`src/rtl/dma_pkg.sv`:
```
// Shared types and constants for the DMA channel arbiter: FSM state encoding,
// command register bit positions and a channel-index helper.
package dma_pkg;

  localparam int NCH_DEF = 4;
  localparam int CH_W    = 2;

  localparam int CMD_DISABLE   = 2;
  localparam int CMD_ROTATE    = 4;
  localparam int CMD_DREQ_LOW  = 6;
  localparam int CMD_DACK_HIGH = 7;

  typedef enum logic [1:0] {
    IDLE,
    REQ,
    GRANT,
    RELEASE
  } arb_state_t;

  // Channel that follows ch in the rotation ring (wraps 3 -> 0).
  function automatic logic [CH_W-1:0] next_ch(input logic [CH_W-1:0] ch);
    return CH_W'(ch + 1'b1);
  endfunction

endpackage

```
`src/rtl/dma_prio_encoder.sv`:
```
// Rotating priority encoder: first set bit of pending, scanning upward from
// topCh and wrapping modulo 4.
module dma_prio_encoder
  import dma_pkg::*;
(
  input  logic [3:0]      pending,
  input  logic [CH_W-1:0] topCh,
  output logic [CH_W-1:0] winner,
  output logic            any
);

  logic [CH_W-1:0] idx;

  // Walk offsets from farthest to nearest so the nearest set bit wins.
  always_comb begin
    idx    = '0;
    winner = topCh;
    any    = |pending;
    for (int i = 3; i >= 0; i--) begin
      idx = CH_W'(topCh + CH_W'(i));
      if (pending[idx]) begin
        winner = idx;
      end
    end
  end

endmodule

```
`src/rtl/dma_priority_arbiter.sv`:
```
// 8237A-style channel arbiter: merges DREQ with mask/request registers, runs
// the HRQ/HLDA handshake and holds one channel's DACK until end of service.
module dma_priority_arbiter
  import dma_pkg::*;
#(
  parameter int NCH = NCH_DEF
) (
  input  logic            CLK,
  input  logic            RESET,
  input  logic [NCH-1:0]  dreq,
  input  logic [7:0]      commandReg,
  input  logic [3:0]      maskReg,
  input  logic [3:0]      requestReg,
  input  logic            hlda,
  input  logic            svcDone,
  output logic            hrq,
  output logic [NCH-1:0]  dack,
  output logic            grantValid,
  output logic [CH_W-1:0] grantCh,
  output logic [CH_W-1:0] topCh
);

  arb_state_t      state_q, state_d;
  logic [CH_W-1:0] grant_ch_q, grant_ch_d;
  logic [CH_W-1:0] top_ch_q, top_ch_d;

  logic [3:0]      pending;
  logic            ctl_off;
  logic            rotate;
  logic [CH_W-1:0] scan_top;
  logic [CH_W-1:0] winner;
  logic            pend_any;
  logic [NCH-1:0]  dack_int;
  logic            unused_cmd;

  assign ctl_off  = commandReg[CMD_DISABLE];
  assign rotate   = commandReg[CMD_ROTATE];

  // Software requests bypass the mask; hardware requests are polarity-corrected first.
  assign pending  = ((dreq ^ {NCH{commandReg[CMD_DREQ_LOW]}}) & ~maskReg) | requestReg;
  assign scan_top = rotate ? top_ch_q : '0;

  assign unused_cmd = ^{commandReg[5], commandReg[3], commandReg[1:0]};

  dma_prio_encoder u_prio_enc (
    .pending (pending),
    .topCh   (scan_top),
    .winner  (winner),
    .any     (pend_any)
  );

  always_ff @(posedge CLK) begin
    if (!RESET) begin
      state_q    <= IDLE;
      grant_ch_q <= '0;
      top_ch_q   <= '0;
    end else begin
      state_q    <= state_d;
      grant_ch_q <= grant_ch_d;
      top_ch_q   <= top_ch_d;
    end
  end

  always_comb begin
    state_d    = state_q;
    grant_ch_d = grant_ch_q;
    top_ch_d   = rotate ? top_ch_q : '0;
    hrq        = 1'b0;
    grantValid = 1'b0;
    dack_int   = '0;

    case (state_q)
      IDLE: begin
        if (!ctl_off && pend_any) begin
          state_d = REQ;
        end
      end

      REQ: begin
        hrq = 1'b1;
        if (hlda && pend_any) begin
          grant_ch_d = winner;
          state_d    = GRANT;
        end else if (!pend_any || ctl_off) begin
          state_d = RELEASE;
        end
      end

      // Ownership is sticky: only end of service or loss of HLDA ends it.
      GRANT: begin
        hrq                  = 1'b1;
        grantValid           = 1'b1;
        dack_int[grant_ch_q] = 1'b1;
        if (svcDone) begin
          if (rotate) begin
            top_ch_d = next_ch(grant_ch_q);
          end
          state_d = RELEASE;
        end else if (!hlda) begin
          state_d = RELEASE;
        end
      end

      // Wait for the CPU to take the bus back before any new request.
      RELEASE: begin
        if (!hlda) begin
          state_d = IDLE;
        end
      end

      default: begin
        state_d = IDLE;
      end
    endcase
  end

  assign dack    = dack_int ^ {NCH{~commandReg[CMD_DACK_HIGH]}};
  assign grantCh = grant_ch_q;
  assign topCh   = top_ch_q;

endmodule

```
`config.mk`:
```
export PLATFORM = sky130hd
export DESIGN_NAME = dma_priority_arbiter
export DESIGN_NICKNAME = d
export VERILOG_FILES = /design/src/rtl/dma_pkg.sv /design/src/rtl/dma_prio_encoder.sv /design/src/rtl/dma_priority_arbiter.sv
export SDC_FILE = /design/constraint.sdc
export NUM_CORES = 1
export LEC_CHECK = 0
export ABC_AREA = 0
export CORE_MARGIN = 2
export CORE_UTILIZATION = 25
export CTS_CLUSTER_DIAMETER = 40
export CTS_CLUSTER_SIZE = 25
export DETAILED_ROUTE_END_ITERATION = 6
export PLACE_DENSITY = 0.55
export SETUP_SLACK_MARGIN = 0.4
export SYNTH_ARGS = -nofsm -noshare
export SYNTH_HDL_FRONTEND = slang
export SYNTH_SLANG_ARGS = --single-unit
```
`constraint.sdc`:
```
create_clock -name CLK -period 3.7 [get_ports CLK]
set_input_delay 0.555 -clock CLK [delete_from_list [all_inputs] [get_ports CLK]]
set_output_delay 0.555 -clock CLK [all_outputs]
set_load 0.02 [all_outputs]
```
### Yosys cells after proc, flatten, opt, wreduce, memory -nomap -nowiden

Cells that the tools add are included.

| operators by class | value |
|---|---|
| add/subtract/negate cells | 4 |
| $lt $le $gt $ge | 6 |
| eq/ne operators | 7 |
| mux-type cells | 28 |
| bitwise logic cells | 6 |
| reductions and logical operators | 11 |

Operator list:

| cell | number |
|---|---|
| 2-bit 2-to-1 mux | 14 |
| 2-bit by 3-bit < comparator with 1-bit output (second input constant) | 5 |
| 1-bit binary-select mux with 2-bit select | 4 |
| 2-bit case mux with 4 select lines | 1 |
| 4-bit XOR | 2 |
| 1-bit 2-to-1 mux | 7 |
| 3-bit != test (second input constant) | 2 |
| 2-bit by 1-bit adder with 2-bit output (second input constant) | 2 |
| 2-bit adder (second input constant) | 2 |
| 4-bit bitwise AND | 1 |
| 2-bit == test (second input constant) | 2 |
| 4-bit 2-to-1 mux | 1 |
| 2-bit != test (second input constant) | 2 |
| 4-bit inverter | 1 |
| 4-bit OR | 1 |
| 4-bit AND reduction | 1 |
| 4-bit OR reduction | 1 |
| 1-bit logical AND | 3 |
| 1-bit demux with 2-bit select | 1 |
| 2-bit by 1-bit == test with 1-bit output (second input constant) | 1 |
| 2-bit by 1-bit >= comparator with 1-bit output (second input constant) | 1 |
| 1-bit logical NOT | 2 |
| 2-bit logical NOT | 1 |
| 2-bit AND reduction | 1 |
| 3 further kinds | 3 |

| storage, ports and cells | value |
|---|---|
| flip-flop bits (word level) | 6 |
| input bits | 24 |

### Logic depth before layout (Yosys ltp)

| logic depth | value |
|---|---|
| depth after elaboration | 9 |
| mapped depth | 7 |
| gate-level depth less buffers | 7 |

### Hierarchy

Synthesis repeated with hierarchy kept, for this count alone.

| second synthesis, totals | value |
|---|---|
| cell total of the unflattened synthesis | 81 |
| area, all modules | 665.6 um2 |

By module, submodules not included:

| module | instances | cells an instance | area an instance (um2) | seq. area each (um2) |
|---|---|---|---|---|
| dma_priority_arbiter | 1 | 65 | 565.5 | 120.1 |
| dma_prio_encoder | 1 | 16 | 100.1 | 0.0 |

### Worst setup path before layout

Ideal clock, no wire load.

| timing path | value |
|---|---|
| path type | input port to flip-flop |
| start point | input commandReg[6] |
| end point | register state_q[0] |
| arrival | 2.170 ns |
| required time | 3.574 ns |
| path slack | 1.404 ns |
| stages on the path | 7 |
| path through | buf_6 > xnor2_4 > o21bai_4 > or4_4 > a221o_1 > o41ai_2 > a21oi_1 |

| on the way | value |
|---|---|
| longest elaborated chain between the ends | 8 |
| elaborated cells between the ends (all ways) | 13 |
| those cells by class | eq/ne: 2; mux: 2; bitwise: 3; reduce/logical: 6 |

Ends and longest elaborated chain:

| item | line | RTL |
|---|---|---|
| from (decl) | dma_priority_arbiter.sv:11 | `input logic [7:0] commandReg,` |
| 4-bit XOR * | dma_priority_arbiter.sv:40 | `assign pending = ((dreq ^ {NCH{commandReg[CMD_DREQ_LOW]}}) & ~maskReg) \| requestReg;` |
| 4-bit bitwise AND * | dma_priority_arbiter.sv:40 |  |
| 4-bit OR * | dma_priority_arbiter.sv:40 |  |
| 4-bit OR reduction * | dma_prio_encoder.sv:18 | `any = \|pending;` |
| 1-bit logical NOT | dma_priority_arbiter.sv:84 | `end else if (!pend_any \|\| ctl_off) begin` |
| 1-bit logical OR | dma_priority_arbiter.sv:84 |  |
| 3-bit != test (no line) | -- |  |
| 4-bit AND reduction (no line) | -- |  |
| to (signal assigned) | dma_priority_arbiter.sv:58 | `state_q <= state_d;` |
| to (decl) | dma_priority_arbiter.sv:23 | `arb_state_t state_q, state_d;` |

Every way passes the cells marked *; elsewhere a longest branch is shown, timed or not.
A chain may end at the register's enable or synchronous reset.

### Worst setup path after layout

Same ends and word-level chain as after synthesis.

==> metrics <==
GR Util All Layers 12.0%; cts bufs inserted 3; Fin Hold WS 0.574 ns; required time of the critical path 3.83 ns; termination of the worst setup path state_q[0]; gpl congestion 0.764; maximum capacitance violations 0; core box area 2830 um^2; die area 3490 um^2; final sum of negative setup slack 0 ns; FF-to-FF setup slack 1.79 ns; r2r endpoint state_q[0]; critical path type in -> reg; total routed wirelength 1780 um; count of buffers inserted at the top-level ports 29; vias per std cell 5.15; final cell count without fillers 150; number of cells in the design after placement 147; register clock-pin slew on the reported worst setup and hold paths 0.05 ns; routed length per instance 11.8 um; final core utilization 38.6%; result of the run complete, no violations; Max Clock Skew 0.00614 ns; period utilisation layout 75.4%; sort of element at the start of the critical path primary input; slowest cell delay on critical path 0.74 ns; floorplan die width 59.1 um; antenna violations before repair 0; detailed-router iteration count before antenna repair 4; die extent in y 59.1 um; I/O pin total 34; number of setup violations in the final report 0; worst setup path startpoint commandReg[6]; maximum number of pins on one net before global-route repair 10; number of global-route vias before repair 708; Initial Util 26.8%; num rows 19; CP Capture Type flip-flop; Pwr Density 391 nW/um^2; first-pass GRT wire length 3240 um; instance count of the mapped netlist 90; number of buffers on the longest clock path 2; class of the tightest hold or removal check reg -> reg; unrepaired setup endpoints after global routing no; Resized cells post-CTS 0; post-synth net total 122; Clock H-tree levels 1; max-slew violation count 0; Synthesis Warnings 0; static leakage 0.409 nW; Period minus WS final 2.79 ns; drt initial violations 12; clock latency on the worst-skew pair 0.25 ns; R2R Path Start state_q[0]; synthesized area per cell 8.44 um^2; nets@finish 153; number of different library cells in the post-synthesis netlist 38; transition at the pin with the smallest max-transition slack 0.518 ns; vias after detailed routing 772; post-route setup slack 0.910 ns; placed wire-length estimate after detailed placement 1490 um; Data arrival, critical path 2.92 ns; root buffer selected by CTS sky130_fd_sc_hd__clkbuf_4; top flip-flop cell by instance count after synthesis sky130_fd_sc_hd__dfxtp_1; timing-limited maximum frequency 358 MHz; register bit count reported by yosys 6; aggregate global routing overflow 0; DRC 0; number of sinks driven by the clock tree 6; worst vdd ir 290 uV; post-CTS setup buffers 0; pre-CTS setup slack 0.664 ns; mapped cell area 759 um^2; critical path, cell by cell clkdlybuf4s50_1 -> xnor2_2 -> o21bai_1 -> or4_4 -> a221o_1 -> o41ai_2 -> a21oi_1; CTS Hold Buffers Added 0; CTS tree done; Async S/R FF share, synth 0%; Antenna Violating Nets Remaining 0; critical-path cell with the highest stage delay sky130_fd_sc_hd__clkdlybuf4s50_1; Critical Path Fanout Max 4; worst slew margin relative to its limit 65.4%; Worst Reg2Reg Path Length in Cells 7; area added between synthesis and finish 43.8%; antenna diode instance count 0; share of the yosys chip area belonging to registers 15.8%; count of flip-flops with a built-in enable after synthesis 0; fraction of layout cells with a size suffix above 1 8.40%; final hold vios 0
[registers in the layout, indices dropped and copies added (netlist names)]
signal	cells
topCh	2
state_q	2
grantCh	2
[worst max-delay path, delay by kind of cell]
family	cells	cell delay, ns
AOI/OAI and AO/OA	4	0.91
buffers and inverters	1	0.74
xor gates and xnor gates	1	0.19
and+or+nand+nor	1	0.52
[final cells by class]
cell class / instances / area [um^2]
fill: 285 / 1740
multi-input combinational: 76 / 602
timing repair buffer: 29 / 290
sequential: 6 / 120
tap: 31 / 38.8
clock buffer: 3 / 22.5
inverter: 5 / 18.8
[how the worst min path moves through the flow]
stage,to,cells after the start,from,slack (ns)
floorplan,state_q[0],2,state_q[0],0.53
global placement,topCh[1],2,topCh[1],0.56
detailed placement,topCh[1],2,topCh[1],0.57
CTS,topCh[1],2,topCh[1],0.58
global route,topCh[1],2,topCh[1],0.61
finish,topCh[1],2,topCh[1],0.57
[layout by cell type, fill, tap and decap left out, types with 3 or more instances in the layout]
cell / n
sky130_fd_sc_hd__clkdlybuf4s50_1: 29
sky130_fd_sc_hd__nand2_1: 11
sky130_fd_sc_hd__a21oi_1: 8
sky130_fd_sc_hd__ha_1: 8
sky130_fd_sc_hd__dfxtp_1: 6
sky130_fd_sc_hd__inv_1: 5
sky130_fd_sc_hd__nor2_1: 5
sky130_fd_sc_hd__xor2_1: 4
sky130_fd_sc_hd__o21bai_1: 3
sky130_fd_sc_hd__o21a_1: 3
sky130_fd_sc_hd__nand4_1: 3
sky130_fd_sc_hd__clkbuf_4: 3
[report_power, final]
group,leakage (nW),switching [W],internal (W)
clock,0.0138,0.0000253,0.0000368
combinational,0.346,0.000136,0.000131
sequential,0.0489,0.0000185,0.0000795
[per-layer routing]
layer | share of wire [%] | vias to the layer above | track usage [%]
li1 | - | 390 | -
met1 | 44 | 354 | 15.6
met2 | 49 | 28 | 19.0
met3 | 6.7 | 0 | 4.37
met4 | 0 | 0 | 2.27
met5 | 0 | - | 0
[cell families after synthesis]
| logic type | synth area share (%) |
|---|---|
| multiplexers | 1.32 |
| flip-flops | 15.8 |
| AO/OA/AOI/OAI | 34.1 |
| XOR/XNOR | 13.7 |
| adder cells (fa/ha/maj) | 13.2 |
| buffers and inverters | 4.94 |
| AND/OR/NAND/NOR | 17.0 |
[per-stage QoR]
stage | power, W | cell area (um^2)
2_1_floorplan | 0.000269 | 759
3_3_place_gp | 0.000362 | 1070
3_5_place_dp | 0.000368 | 1070
4_1_cts | 0.000433 | 1090
5_1_grt | 0.000470 | 1090
6_report | 0.000427 | 1090
[Yosys cell counts, drive strengths merged, types with 3 or more instances]
cell type  instances  area share, %
a21oi              8            5.3
o21ai              4            2.6
dfxtp              6             16
xor2               4            4.6
o21bai             5            6.9
inv                5            2.5
nand2             11            5.4
nor2               5            2.5
nand4              3            2.5
ha                 8             13
xnor2              4            9.1
o21a               3            3.0
Power figures use the tool's default switching activity.
